<file path="src/rtl/zube_pkg.sv">
// Shared constants and helpers for the serial receive path.
package zube_pkg;

    localparam int unsigned ZUBE_WORD_W   = 8;
    localparam int unsigned ZUBE_RX_DEPTH = 4;

    // Bits needed to encode values 0..value-1 (0 for value <= 1).
    function automatic int unsigned clog2(input int unsigned value);
        int unsigned result;
        result = 0;
        for (int unsigned i = 0; i < 32; i++) begin
            if ((64'd1 << i) < 64'(value)) begin
                result = i + 1;
            end
        end
        return result;
    endfunction

endpackage

</file>
<file path="src/rtl/serial_byte_rx_if.sv">
// Valid/ready word handshake between the deserialiser and the core.
interface serial_byte_rx_if
    import zube_pkg::*;
#(
    parameter int unsigned WIDTH = ZUBE_WORD_W
);

    logic [WIDTH-1:0] rx_data;
    logic             rx_valid;
    logic             rx_ready;

    modport master (
        output rx_data,
        output rx_valid,
        input  rx_ready
    );

    modport slave (
        input  rx_data,
        input  rx_valid,
        output rx_ready
    );

endinterface

</file>
<file path="src/rtl/zube_sync_fifo.sv">
// Single-clock FIFO with registered storage; a push into a full FIFO is
// accepted when a pop happens on the same edge.
module zube_sync_fifo
    import zube_pkg::*;
#(
    parameter int unsigned WIDTH = ZUBE_WORD_W,
    parameter int unsigned DEPTH = ZUBE_RX_DEPTH,
    localparam int unsigned CW   = clog2(DEPTH + 1)
) (
    input  logic             clk,
    input  logic             reset,
    input  logic             i_push,
    input  logic [WIDTH-1:0] i_data,
    input  logic             i_pop,
    output logic [WIDTH-1:0] o_data,
    output logic             o_empty,
    output logic             o_full,
    output logic [CW-1:0]    o_count,
    output logic             o_drop
);

    localparam int unsigned AW = clog2(DEPTH);

    logic [WIDTH-1:0] r_mem [DEPTH];
    logic [AW-1:0]    r_wr_ptr;
    logic [AW-1:0]    r_rd_ptr;
    logic [CW-1:0]    r_count;
    logic             w_do_push;
    logic             w_do_pop;

    assign o_empty   = (r_count == '0);
    assign o_full    = (r_count == CW'(DEPTH));
    assign o_count   = r_count;
    assign w_do_pop  = i_pop & ~o_empty;
    // Slot freed by a same-edge pop makes room for the incoming word.
    assign w_do_push = i_push & (~o_full | w_do_pop);
    assign o_drop    = i_push & ~w_do_push;
    assign o_data    = o_empty ? '0 : r_mem[r_rd_ptr];

    always_ff @(posedge clk) begin
        if (w_do_push) begin
            r_mem[r_wr_ptr] <= i_data;
        end
    end

    always_ff @(posedge clk or posedge reset) begin
        if (reset) begin
            r_wr_ptr <= '0;
            r_rd_ptr <= '0;
            r_count  <= '0;
        end else begin
            if (w_do_push) begin
                r_wr_ptr <= r_wr_ptr + AW'(1);
            end
            if (w_do_pop) begin
                r_rd_ptr <= r_rd_ptr + AW'(1);
            end
            case ({w_do_push, w_do_pop})
                2'b10:   r_count <= r_count + CW'(1);
                2'b01:   r_count <= r_count - CW'(1);
                default: r_count <= r_count;
            endcase
        end
    end

    a_count_bound: assert property (@(posedge clk) disable iff (reset)
        r_count <= CW'(DEPTH));

endmodule

</file>
<file path="src/rtl/serial_byte_rx.sv">
// Serial-to-word receiver: shifts bits while cs is high, queues completed
// words in a FIFO and flags dropped words and truncated frames.
module serial_byte_rx
    import zube_pkg::*;
#(
    parameter int unsigned WIDTH     = ZUBE_WORD_W,
    parameter int unsigned DEPTH     = ZUBE_RX_DEPTH,
    parameter bit          MSB_FIRST = 1'b1
) (
    input  logic             clk,
    input  logic             reset,
    input  logic             cs,
    input  logic             data_in,
    serial_byte_rx_if.master rx,
    output logic             overflow,
    output logic             frame_err,
    input  logic             clear
);

    localparam int unsigned BW = clog2(WIDTH);
    localparam int unsigned CW = clog2(DEPTH + 1);

    logic [WIDTH-1:0] r_shift;
    logic [BW-1:0]    r_bit_cnt;
    logic             r_overflow;
    logic             r_frame_err;
    logic [WIDTH-1:0] w_next_shift;
    logic [WIDTH-1:0] w_rx_data;
    logic             w_word_done;
    logic             w_frame_break;
    logic             w_drop;
    logic             w_empty;
    logic             w_full;
    logic [CW-1:0]    w_count;

    always_comb begin
        w_next_shift = r_shift;
        if (MSB_FIRST) begin
            w_next_shift = {r_shift[WIDTH-2:0], data_in};
        end else begin
            w_next_shift = {data_in, r_shift[WIDTH-1:1]};
        end
    end

    // The word is pushed on the edge that samples its last bit, so the
    // FIFO input is the shifted value, not the registered one.
    assign w_word_done   = cs & (r_bit_cnt == BW'(WIDTH - 1));
    assign w_frame_break = ~cs & (r_bit_cnt != '0);

    always_ff @(posedge clk or posedge reset) begin
        if (reset) begin
            r_shift   <= '0;
            r_bit_cnt <= '0;
        end else if (cs) begin
            r_shift   <= w_next_shift;
            r_bit_cnt <= w_word_done ? '0 : r_bit_cnt + BW'(1);
        end else if (w_frame_break) begin
            r_shift   <= '0;
            r_bit_cnt <= '0;
        end
    end

    always_ff @(posedge clk or posedge reset) begin
        if (reset) begin
            r_overflow  <= 1'b0;
            r_frame_err <= 1'b0;
        end else begin
            r_overflow  <= w_drop | (r_overflow & ~clear);
            r_frame_err <= w_frame_break | (r_frame_err & ~clear);
        end
    end

    zube_sync_fifo #(
        .WIDTH (WIDTH),
        .DEPTH (DEPTH)
    ) u_fifo (
        .clk     (clk),
        .reset   (reset),
        .i_push  (w_word_done),
        .i_data  (w_next_shift),
        .i_pop   (rx.rx_ready),
        .o_data  (w_rx_data),
        .o_empty (w_empty),
        .o_full  (w_full),
        .o_count (w_count),
        .o_drop  (w_drop)
    );

    assign rx.rx_data  = w_rx_data;
    assign rx.rx_valid = ~w_empty;
    assign overflow    = r_overflow;
    assign frame_err   = r_frame_err;

    a_full_count: assert property (@(posedge clk) disable iff (reset)
        w_full |-> (w_count == CW'(DEPTH)));
    a_empty_count: assert property (@(posedge clk) disable iff (reset)
        w_empty == (w_count == '0));

endmodule

</file>
<file path="src/flat_wrapper.sv">
// flat-port wrapper written by rule: the top's interface ports become plain ports
module serial_byte_rx_flat import zube_pkg::*;
#(
    parameter int unsigned WIDTH     = ZUBE_WORD_W,
    parameter int unsigned DEPTH     = ZUBE_RX_DEPTH,
    parameter bit          MSB_FIRST = 1'b1
)
  (clk, reset, cs, data_in, overflow, frame_err, clear, rx_rx_data, rx_rx_valid, rx_rx_ready);
  serial_byte_rx_if #(.WIDTH(WIDTH)) rx_i ();
  input  logic clk;
  input  logic reset;
  input  logic cs;
  input  logic data_in;
  output logic overflow;
  output logic frame_err;
  input  logic clear;
  output wire logic [$bits(rx_i.rx_data)-1:0] rx_rx_data;
  output wire logic [$bits(rx_i.rx_valid)-1:0] rx_rx_valid;
  input wire logic [$bits(rx_i.rx_ready)-1:0] rx_rx_ready;
  assign rx_rx_data = rx_i.rx_data;
  assign rx_rx_valid = rx_i.rx_valid;
  assign rx_i.rx_ready = rx_rx_ready;
  serial_byte_rx #(.WIDTH(WIDTH), .DEPTH(DEPTH), .MSB_FIRST(MSB_FIRST)) u_core (.clk(clk), .reset(reset), .cs(cs), .data_in(data_in), .rx(rx_i), .overflow(overflow), .frame_err(frame_err), .clear(clear));
endmodule
</file>
<file path="config.mk">
export PLATFORM = sky130hd
export DESIGN_NAME = serial_byte_rx_flat
export DESIGN_NICKNAME = d
export VERILOG_FILES = /design/src/rtl/zube_pkg.sv /design/src/rtl/serial_byte_rx_if.sv /design/src/rtl/zube_sync_fifo.sv /design/src/rtl/serial_byte_rx.sv /design/src/flat_wrapper.sv
export SDC_FILE = /design/constraint.sdc
export NUM_CORES = 1
export LEC_CHECK = 0
export BUFFER_PORTS_ARGS = -buffer_cell sky130_fd_sc_hd__buf_2
export CORE_UTILIZATION = 40
export CTS_CLUSTER_SIZE = 25
export DETAILED_ROUTE_END_ITERATION = 10
export PLACE_DENSITY = 0.58
export SLEW_MARGIN = 10
export SYNTH_ARGS = -nofsm -noshare
export SYNTH_HDL_FRONTEND = slang
export SYNTH_SLANG_ARGS = --single-unit
</file>
<file path="constraint.sdc">
create_clock -name clk -period 4 [get_ports clk]
set_input_delay 0.2 -clock clk [delete_from_list [all_inputs] [get_ports clk]]
set_output_delay 0.2 -clock clk [all_outputs]
set_load 0.005 [all_outputs]
</file>
==> impl_metrics.json, run 1 <==
{
  "finalSetupTns_ps": 0,
  "ctsHoldBuffers": 0,
  "core_mm2": 0.00527,
  "fin_worst_skew_ps": 6.38,
  "worst_skew_pair.late_latency_ps": 300,
  "power.static_leakage_nw": 0.976,
  "grt_remaining_overflow": 0,
  "fp.dieArea_mm2": 0.00593,
  "synth_cell_types": 41,
  "timing.setup.critical_path_class": "reg -> reg",
  "cp_data_required_time_ps": 4220,
  "rsz0062_at_grt": "false",
  "length_of_the_first_detailed_routing_pass_in_iterations": 4,
  "total_wirelength_of_the_detailed_routed_design_um": 3870,
  "vias": 1243,
  "post-synth-top-count-cell": "sky130_fd_sc_hd__edfxtp_1",
  "post-synth-top-area-fraction_pct": 42.7,
  "antenna_found_initial": 0,
  "area_growth_pct": 10.5,
  "routedWlPerCell_um": 16.6,
  "critical_path_maximum_fanout": 11,
  "grt_max_degree": 22,
  "post_drt_via_cell_ratio": 5.33,
  "ys_top_cells_by_count": "sky130_fd_sc_hd__edfxtp_1, sky130_fd_sc_hd__dfrtp_1, sky130_fd_sc_hd__inv_1",
  "slew_viol_final": 0,
  "numCtsBuffers": 5,
  "initial_core_util_pct": 42.7,
  "power_density_mw_per_mm2": 578,
  "syn_inst": 146,
  "grt.total_usage_pct": 14.3,
  "dp_hpwl_um": 2600,
  "num-nets-final": 176,
  "ctsLongestPathBuffers": 2,
  "placement_row_count": 26,
  "tightest_slew_ps": 764,
  "die_width_um": 77.0,
  "syn_area_mm2": 0.00225,
  "postSynth.asyncResetShare_pct": 37.3,
  "post_detailed_route_count_of_antenna_violating_nets": 0,
  "synth_sequential_area_ratio_pct": 63.8,
  "cts_setup_buffers": 0,
  "route.detailed.drc": 0,
  "cts-htree-levels": 2,
  "clockRootBuffer": "sky130_fd_sc_hd__clkbuf_8",
  "worst_ir_drop_vdd_mv": 0.278,
  "finalWeightedCongestion": 0.873,
  "grt_first_pass_wirelength_um": 6310,
  "timing.critical_path.from_type": "flip-flop",
  "netlist_top_cells_area": "sky130_fd_sc_hd__edfxtp_1, sky130_fd_sc_hd__dfrtp_1, sky130_fd_sc_hd__mux4_2, sky130_fd_sc_hd__ha_1, sky130_fd_sc_hd__a22o_1",
  "timing.hold.ws_ps": 30.8,
  "postSynthRegisterBits": 51,
  "cap_viol_max_count": 0,
  "drive_gt1_share_pct": 26.4,
  "dr.first_iter.drc_count": 74,
  "endpoints_failing_hold": 0,
  "post-route-min-period_ps": 2400,
  "top_level_ports": 17,
  "clk_pin_slew_worst_paths_ps": 90,
  "synthesis.nets": 160,
  "max-slew-margin-rel_pct": 49.0,
  "hold_class": "in -> async",
  "synth_area_per_cell_um2": 15.4,
  "yosys_most_used_dff": "sky130_fd_sc_hd__edfxtp_1",
  "port-buffer-count": 16,
  "synth_enable_flop_cells": 32,
  "clkSinkCount": 51,
  "cts-resized-gates": 0,
  "post-route-period-util_pct": 60.1,
  "ant_diodes": 0,
  "critPathCaptureType": "flip-flop",
  "cts_tree": "built",
  "max_freq_mhz": 416,
  "synth.largest_area_cell": "sky130_fd_sc_hd__edfxtp_1",
  "setup_violations": 0,
  "die-height_um": 77.0,
  "outcome": "complete, no violations",
  "cp.arrival_ps": 2620,
  "first_global_vias": 1260,
  "ys.warnings.count": 0
}
[path summary, 6_finish.rpt]
path / start / end / slack, ps / cells past startpoint
max: u_core.r_bit_cnt[0] / u_core.u_fifo.o_count[2] / 1600 / 7
max in group asynchronous: reset / u_core.r_shift[2] / 3490 / 2
min in group clk: clear / u_core.frame_err / 120 / 2
max reg2reg: u_core.r_bit_cnt[0] / u_core.u_fifo.o_count[2] / 1600 / 7
min reg2reg: u_core.frame_err / u_core.frame_err / 540 / 2
min: reset / u_core.u_fifo.r_rd_ptr[0] / 30 / 2
[kinds of logic (layout without fill, tap and decap cells)]
logic type / count (synthesis) / after routing / share of synthesized area [%]
flip-flops: 51 / 51 / 63.8
AND/OR/NAND/NOR: 34 / 34 / 10.2
multiplexers: 8 / 8 / 8.00
XOR/XNOR: 3 / 3 / 1.50
AO/OA/AOI/OAI: 24 / 24 / 8.11
adder cells (fa/ha/maj): 8 / 8 / 4.78
buffers and inverters: 18 / 35 / 3.67
[layout by cell type (no fill, tap or decap), types with 2 or more instances in the layout]
cell,count
sky130_fd_sc_hd__edfxtp_1,32
sky130_fd_sc_hd__dfrtp_1,19
sky130_fd_sc_hd__buf_2,16
sky130_fd_sc_hd__inv_1,11
sky130_fd_sc_hd__a22o_1,8
sky130_fd_sc_hd__mux4_2,8
sky130_fd_sc_hd__and2_1,8
sky130_fd_sc_hd__ha_1,7
sky130_fd_sc_hd__clkbuf_8,5
sky130_fd_sc_hd__nand3_1,4
sky130_fd_sc_hd__nand2_1,4
sky130_fd_sc_hd__and3_2,4
sky130_fd_sc_hd__o21ai_0,3
sky130_fd_sc_hd__xnor2_1,2
sky130_fd_sc_hd__o22ai_1,2
sky130_fd_sc_hd__nand4_1,2
sky130_fd_sc_hd__o311ai_0,2
sky130_fd_sc_hd__o211ai_1,2
[area by class of cell]
| type | count | area, um2 |
|---|---|---|
| inverter | 11 | 41.3 |
| fill | 466 | 2780 |
| clock buffer | 6 | 72.6 |
| timing repair buffer | 16 | 80.1 |
| sequential | 51 | 1440 |
| clock inverter | 2 | 37.5 |
| tap | 70 | 87.6 |
| multi-input combinational | 77 | 733 |
[routing by layer]
layer | up-vias | share of wire, % | GRT usage, % | routed length [um]
li1 | 583 | - | - | -
met1 | 630 | 43 | 15.9 | 1650
met2 | 28 | 53 | 26.0 | 2050
met3 | 2 | 3.5 | 3.57 | 134
met4 | 0 | 0.75 | 5.66 | 29
met5 | - | 0 | 0 | 0
[sequential cells by signal, summed over array words and instances (netlist names)]
register                cells
u_core.r_shift              7
u_core.u_fifo.r_mem        32
u_core.overflow             1
u_core.u_fifo.r_wr_ptr      2
u_core.r_bit_cnt            3
u_core.frame_err            1
u_core.u_fifo.o_count       3
u_core.u_fifo.r_rd_ptr      2
[power by group]
group,internal (mW),switching [mW],total [mW]
Sequential,0.617,0.0943,0.711
Clock,0.187,0.161,0.348
Combinational,0.212,0.169,0.381
Total,1.02,0.424,1.44
[worst max-delay path: stages (launching register included)]
cell	delay (ps)
sky130_fd_sc_hd__dfrtp_1	420
sky130_fd_sc_hd__ha_1	220
sky130_fd_sc_hd__ha_1	300
sky130_fd_sc_hd__nand2_1	150
sky130_fd_sc_hd__nand3_1	100
sky130_fd_sc_hd__fa_1	420
sky130_fd_sc_hd__or4_2	620
sky130_fd_sc_hd__o211ai_1	100
[metrics by stage]
stage | area [um2] | std cells | utilization, % | worst slack (ps) | total power [mW]
6_report | 2490 | 233 | 47.2 | 1600 | 1.44
5_1_grt | 2490 | 233 | 47.2 | 1510 | 1.52
4_1_cts | 2490 | 233 | 47.2 | 1620 | 1.46
3_5_place_dp | 2380 | 225 | 45.1 | 1630 | 1.11
3_3_place_gp | 2380 | 225 | 45.1 | 1720 | 1.09
2_1_floorplan | 2250 | 146 | - | 1750 | 0.983
Note: power is estimated with default switching activity, not from simulation.
==> inputs of run 2 (changes only) <==
--- a/config.mk
+++ b/config.mk
@@ -5,6 +5,7 @@
 export SDC_FILE = /design/constraint.sdc
 export NUM_CORES = 1
 export LEC_CHECK = 0
+export ABC_AREA = 1
 export BUFFER_PORTS_ARGS = -buffer_cell sky130_fd_sc_hd__buf_2
 export CORE_UTILIZATION = 40
 export CTS_CLUSTER_SIZE = 25
==> constraint.sdc (replaced) <==
create_clock -name clk -period 2.45 [get_ports clk]
set_input_delay 0.1225 -clock clk [delete_from_list [all_inputs] [get_ports clk]]
set_output_delay 0.1225 -clock clk [all_outputs]
set_load 0.005 [all_outputs]
==> run 2 against run 1 <==
Routed wire length grew 0.10%; synthesized cell count increased by 37%; non-clock buffer count rose by 1; cell area fell by 2.4%; core utilization shrank 0.27 points; die area is 2.9% lower; critical path depth down 1; sequential share of layout area grew 1.4 points; total power is 68% higher; area after synthesis fell by 2.9%; hold slack better by 0.66 ps; flip-flop and latch count is the same.
==> impl_metrics.json, run 2 <==
{
  "outcome": "complete, no violations",
  "max_stage_delay_ps": 650,
  "max_freq_mhz": 465,
  "grt.total_usage_pct": 15.6,
  "finalPower_mw": 2.42,
  "critical_path.n_buffers_inverters": 1,
  "port-buffer-count": 16,
  "layout_common_cells": "sky130_fd_sc_hd__nor2_1, sky130_fd_sc_hd__edfxtp_1, sky130_fd_sc_hd__inv_1, sky130_fd_sc_hd__o21ai_0, sky130_fd_sc_hd__dfrtp_1",
  "syn_inst": 200,
  "top_regs": "u_core.u_fifo.r_mem x32, u_core.r_shift x7",
  "ys_top_cells_by_count": "sky130_fd_sc_hd__nor2_1, sky130_fd_sc_hd__edfxtp_1, sky130_fd_sc_hd__inv_1",
  "post_detailed_route_count_of_antenna_violating_nets": 0,
  "grt_first_pass_wirelength_um": 6940,
  "grt_max_degree": 20,
  "grt_remaining_overflow": 0,
  "yosys_most_used_dff": "sky130_fd_sc_hd__edfxtp_1",
  "synth_cell_types": 22,
  "setup_violations": 0,
  "dp_hpwl_um": 2580,
  "post-route-min-period_ps": 2150,
  "ant_diodes": 0,
  "power.share.switching_pct": 35.3,
  "ctsLongestPathBuffers": 2,
  "timing.hold.ws_ps": 31.5,
  "final_design_area_no_fill_mm2": 0.00243,
  "worst_skew_pair.late_latency_ps": 300,
  "netlist_top_cells_area": "sky130_fd_sc_hd__edfxtp_1, sky130_fd_sc_hd__dfrtp_1, sky130_fd_sc_hd__nor2_1, sky130_fd_sc_hd__inv_1, sky130_fd_sc_hd__o21ai_0",
  "syn_area_mm2": 0.00219,
  "synthesis.nets": 214,
  "cap_viol_max_count": 0,
  "timing.critical_path.from_type": "flip-flop",
  "ys.warnings.count": 0,
  "first_global_vias": 1443,
  "power.share.clock_pct": 20.4,
  "cp_cell_sequence": "ha_1 -> ha_1 -> nand2_1 -> inv_1 -> nand2_1 -> nor2_1",
  "post-synth-top-area-fraction_pct": 44.0,
  "critPathCaptureType": "flip-flop",
  "synth_area_per_cell_um2": 10.9,
  "worst_slack_ps": 299,
  "fin_worst_skew_ps": 4.38,
  "placed_cells": 281,
  "clkSinkCount": 51,
  "timing.setup.critical_path_class": "reg -> reg",
  "power.static_leakage_nw": 1.03,
  "power_switching_mw": 0.856,
  "power.sequential.fraction_pct": 47.9,
  "cts_setup_buffers": 0,
  "cts_tree": "built",
  "total_wirelength_of_the_detailed_routed_design_um": 3870,
  "tightest_slew_ps": 795,
  "max_reg_flops": 32,
  "hold_class": "in -> reg",
  "post_drt_via_cell_ratio": 4.75,
  "pwr-share-comb_pct": 31.6,
  "critical_path_maximum_fanout": 8,
  "power_density_mw_per_mm2": 997,
  "fp.dieArea_mm2": 0.00576,
  "cp.arrival_ps": 2090,
  "postSynth.asyncResetShare_pct": 37.3,
  "core_mm2": 0.00517,
  "route.detailed.drc": 0,
  "instances_no_fill": 290,
  "internal-power_mw": 1.57,
  "numCtsBuffers": 5,
  "synth.largest_area_cell": "sky130_fd_sc_hd__edfxtp_1",
  "synth_enable_flop_cells": 32,
  "finalWeightedCongestion": 0.744,
  "slew_viol_final": 0,
  "finalSetupTns_ps": 0,
  "initial_core_util_pct": 42.3,
  "clk_pin_slew_worst_paths_ps": 80,
  "rsz0062_at_grt": "false",
  "top_level_ports": 17,
  "worst_ir_drop_vdd_mv": 0.409,
  "routedWlPerCell_um": 13.4,
  "cts-htree-levels": 2,
  "largest_register": "u_core.u_fifo.r_mem",
  "max-slew-margin-rel_pct": 46.8,
  "place_worst_setup_slack_ps": 235,
  "post-synth-top-count-cell": "sky130_fd_sc_hd__nor2_1",
  "path_delay_family": "simple AND/OR/NAND/NOR gates",
  "die-height_um": 75.9,
  "clockRootBuffer": "sky130_fd_sc_hd__clkbuf_8",
  "area_growth_pct": 11.1,
  "synth_sequential_area_ratio_pct": 65.7,
  "endpoints_failing_hold": 0,
  "num-nets-final": 233,
  "final_common_cell": "sky130_fd_sc_hd__nor2_1",
  "die_width_um": 75.9,
  "ff2ff_setup_slack_ps": 300,
  "post-route-util_pct": 47.0,
  "dr.first_iter.drc_count": 73,
  "antenna_found_initial": 0,
  "post-route-period-util_pct": 87.8,
  "postSynthRegisterBits": 51,
  "placement_row_count": 26,
  "length_of_the_first_detailed_routing_pass_in_iterations": 4,
  "vias": 1378,
  "drive_gt1_share_pct": 13.6,
  "placed_cell_area_mm2": 0.00232,
  "final.fill_count": 485,
  "cell_type_of_the_slowest_stage_on_the_worst_timing_path": "sky130_fd_sc_hd__nor2_1",
  "cp_data_required_time_ps": 2380
}
[run 2: worst paths after layout]
| kind | from | endpoint | cells past startpoint |
|---|---|---|---|
| max | u_core.r_bit_cnt[0] | u_core.u_fifo.r_mem[3][0] | 6 |
| min | clear | u_core.frame_err | 2 |
| max reg2reg | u_core.r_bit_cnt[0] | u_core.u_fifo.r_mem[3][0] | 6 |
| min reg2reg | u_core.u_fifo.o_count[0] | u_core.u_fifo.o_count[0] | 1 |
| max in group asynchronous | reset | u_core.u_fifo.r_rd_ptr[0] | 3 |
| min in group asynchronous | reset | u_core.r_shift[0] | 3 |
[run 2: power groups by stage]
stage / logic [mW] / registers (mW) / clock network [mW]
floorplan: 0.619 / 1.09 / 0
global placement: 0.768 / 1.17 / 0
detailed placement: 0.778 / 1.18 / 0
CTS: 0.784 / 1.16 / 0.505
global route: 0.928 / 1.18 / 0.547
finish: 0.766 / 1.16 / 0.495
[run 2: logic make-up after synthesis]
family | synth area share, %
and+or+nand+nor | 12.7
DFF | 65.7
AOI/OAI and AO/OA | 9.10
buffers and inverters | 6.35
adders and majority gates | 4.92
xor gates and xnor gates | 1.20
[run 2: repair_timing]
action,in CTS,in global routing
hold buffers,1,0
endpoints found under the hold margin,19,0
gates resized for setup,0,0
[run 2: metal layers]
metal | track usage [%] | routed length [um] | share of wire, %
met4 | 4.04 | 41 | 1.1
met3 | 3.61 | 147 | 3.8
met2 | 27.0 | 1860 | 48
met1 | 19.7 | 1820 | 47
met5 | 0 | 0 | 0
[run 2: cell type report]
| cell class | instances | area [um2] | area share [%] |
|---|---|---|---|
| Clock buffer | 7 | 86.3 | 3.55 |
| Clock inverter | 1 | 8.76 | 0.361 |
| Inverter | 29 | 109 | 4.48 |
| Multi-Input combinational cell | 115 | 611 | 25.1 |
| Sequential cell | 51 | 1440 | 59.1 |
| Tap cell | 70 | 87.6 | 3.61 |
| Timing Repair Buffer | 17 | 90.1 | 3.71 |
==> inputs of run 3 (changes only) <==
--- a/config.mk
+++ b/config.mk
@@ -10,7 +10,7 @@
 export CORE_UTILIZATION = 40
 export CTS_CLUSTER_SIZE = 25
 export DETAILED_ROUTE_END_ITERATION = 10
-export PLACE_DENSITY = 0.58
+export PLACE_DENSITY_LB_ADDON = 0.2
 export SLEW_MARGIN = 10
 export SYNTH_ARGS = -nofsm -noshare
 export SYNTH_HDL_FRONTEND = slang
==> constraint.sdc (replaced) <==
create_clock -name clk -period 2.6 [get_ports clk]
set_input_delay 0.13 -clock clk [delete_from_list [all_inputs] [get_ports clk]]
set_output_delay 0.13 -clock clk [all_outputs]
set_load 0.005 [all_outputs]
==> run 3 against run 2 <==
Clock skew barely moved; setup slack improved by 250 ps; maximum frequency up 4.9%; critical path depth is the same; total power is 6.0% lower; clock power down 9.7%; cell count did not move; combinational power decreased by 4.6%; hold slack worse by 4.7 ps; register-to-register slack better by 250 ps; critical path type unchanged; core utilization shrank 0.12 points.
==> impl_metrics.json, run 3 (synthesis results as in run 2) <==
{
  "rsz0062_at_grt": "false",
  "dp_hpwl_um": 2890,
  "largest_register": "u_core.u_fifo.r_mem",
  "power.sequential.fraction_pct": 48.2,
  "top_regs": "u_core.u_fifo.r_mem x32, u_core.r_shift x7",
  "final.fill_count": 471,
  "port-buffer-count": 16,
  "cap_viol_max_count": 0,
  "power.share.clock_pct": 19.6,
  "worst_skew_pair.late_latency_ps": 300,
  "grt_first_pass_wirelength_um": 6620,
  "post-route-min-period_ps": 2050,
  "placement_row_count": 26,
  "power.static_leakage_nw": 1.02,
  "antenna_found_initial": 0,
  "die-height_um": 75.9,
  "power_density_mw_per_mm2": 939,
  "worst_ir_drop_vdd_mv": 0.342,
  "timing.setup.critical_path_class": "reg -> reg",
  "ctsHoldBuffers": 1,
  "cp_cell_sequence": "ha_1 -> ha_1 -> nand2_1 -> inv_1 -> nand2_1 -> nor2_1",
  "global_route.usage.met3_pct": 4.34,
  "grt_most_used_layer": "met2",
  "num-nets-final": 233,
  "clk_pin_slew_worst_paths_ps": 90,
  "hold_class": "in -> reg",
  "route.detailed.drc": 0,
  "post-route-period-util_pct": 78.9,
  "cp.arrival_ps": 2000,
  "ant_diodes": 0,
  "timing.critical_path.from_type": "flip-flop",
  "finalSetupTns_ps": 0,
  "instances_no_fill": 290,
  "drive_gt1_share_pct": 13.6,
  "use_met1_pct": 20.0,
  "core_mm2": 0.00517,
  "die_width_um": 75.9,
  "regToRegStartpoint": "u_core.r_bit_cnt[0]",
  "endpoints_failing_hold": 0,
  "outcome": "complete, no violations",
  "fin_worst_skew_ps": 4.41,
  "multi_input_area_um2": 611,
  "timing.hold.ws_ps": 26.8,
  "placed_cells": 281,
  "globalRouteMet2Util_pct": 25.3,
  "power.share.switching_pct": 36.5,
  "fp.dieArea_mm2": 0.00576,
  "length_of_the_first_detailed_routing_pass_in_iterations": 4,
  "cts-htree-levels": 2,
  "path_delay_family": "simple AND/OR/NAND/NOR gates",
  "pwr-share-comb_pct": 32.1,
  "dr.first_iter.drc_count": 79,
  "hold_path.startpoint": "clear",
  "post_drt_via_cell_ratio": 4.88,
  "cts_tree": "built",
  "critPathLaunch": "u_core.r_bit_cnt[0]",
  "vias": 1415,
  "ctsLongestPathBuffers": 2,
  "initial_core_util_pct": 42.3,
  "area_growth_pct": 10.8,
  "top_level_ports": 17,
  "total_wirelength_of_the_detailed_routed_design_um": 4000,
  "max_reg_flops": 32,
  "max-slew-margin-rel_pct": 52.7,
  "critical_path.n_buffers_inverters": 1,
  "routedWlPerCell_um": 13.8,
  "clkSinkCount": 51,
  "setup_violations": 0,
  "slew_viol_final": 0,
  "first_global_vias": 1312,
  "internal-power_mw": 1.44,
  "max_freq_mhz": 488,
  "grt_max_degree": 20,
  "cts-resized-gates": 0,
  "numCtsBuffers": 5,
  "post_detailed_route_count_of_antenna_violating_nets": 0,
  "critical_path_maximum_fanout": 8,
  "grt_remaining_overflow": 0,
  "max_stage_delay_ps": 550,
  "cts_setup_buffers": 0,
  "power_switching_mw": 0.831,
  "clockRootBuffer": "sky130_fd_sc_hd__clkbuf_8",
  "layout_common_cells": "sky130_fd_sc_hd__nor2_1, sky130_fd_sc_hd__edfxtp_1, sky130_fd_sc_hd__inv_1, sky130_fd_sc_hd__o21ai_0, sky130_fd_sc_hd__dfrtp_1",
  "cell_type_of_the_slowest_stage_on_the_worst_timing_path": "sky130_fd_sc_hd__nor2_1",
  "grt.total_usage_pct": 15.4,
  "final_common_cell": "sky130_fd_sc_hd__nor2_1",
  "ff_latch_area_mm2": 0.00144,
  "tightest_slew_ps": 708,
  "critPathCaptureType": "flip-flop",
  "cp_data_required_time_ps": 2550,
  "finalWeightedCongestion": 0.774
}
[run 3: changes by cell type in the layout (fill, tap and decap cells not counted)]
cell,delta
sky130_fd_sc_hd__clkinv_1,+1
sky130_fd_sc_hd__clkbuf_8,-1
sky130_fd_sc_hd__clkinvlp_4,+1
sky130_fd_sc_hd__clkbuf_1,-1
[run 3: worst paths after layout]
kind / depth (start not counted) / slack (ps) / endpoint
worst max-delay path: 6 / 550 / u_core.u_fifo.r_mem[3][2]
worst min-delay path: 2 / 30 / u_core.overflow
worst max register to register: 6 / 550 / u_core.u_fifo.r_mem[3][2]
worst min register to register: 1 / 520 / u_core.u_fifo.o_count[0]
max in group asynchronous: 3 / 1680 / u_core.r_shift[0]
min in group asynchronous: 3 / 480 / u_core.u_fifo.o_count[2]
[run 3: per-layer routing]
layer / part of all wire [%] / up-vias
met5: 0 / -
met4: 1.2 / 0
met2: 49 / 34
met1: 45 / 669
met3: 4.8 / 6
li1: - / 706
[run 3: final cells by class]
cell class	instances	share of cell area, %
inverters	29	4.49
clock buffers	5	2.84
flip-flops and latches	51	59.3
well taps	70	3.62
multi-input cells	115	25.2
clock inverters	3	0.826
repair buffers	17	3.72
[run 3: through the flow]
step / setup slack, ps / instance area, um2 / power (mW) / utilization, %
2_1_floorplan: 788 / 2190 / 1.61 / -
3_3_place_gp: 608 / 2320 / 1.84 / 44.9
3_5_place_dp: 532 / 2320 / 1.85 / 44.9
4_1_cts: 520 / 2420 / 2.30 / 46.8
5_1_grt: 332 / 2420 / 2.48 / 46.8
6_report: 549 / 2420 / 2.28 / 46.8
[run 3: power groups by stage]
stage                     logic, mW  registers, mW  clock network (mW)
after floorplan               0.583           1.03                   0
after global placement        0.728           1.11                   0
after detailed placement      0.738           1.11                   0
after CTS                     0.743           1.10               0.465
after global routing          0.856           1.12               0.505
final                         0.731           1.10               0.447
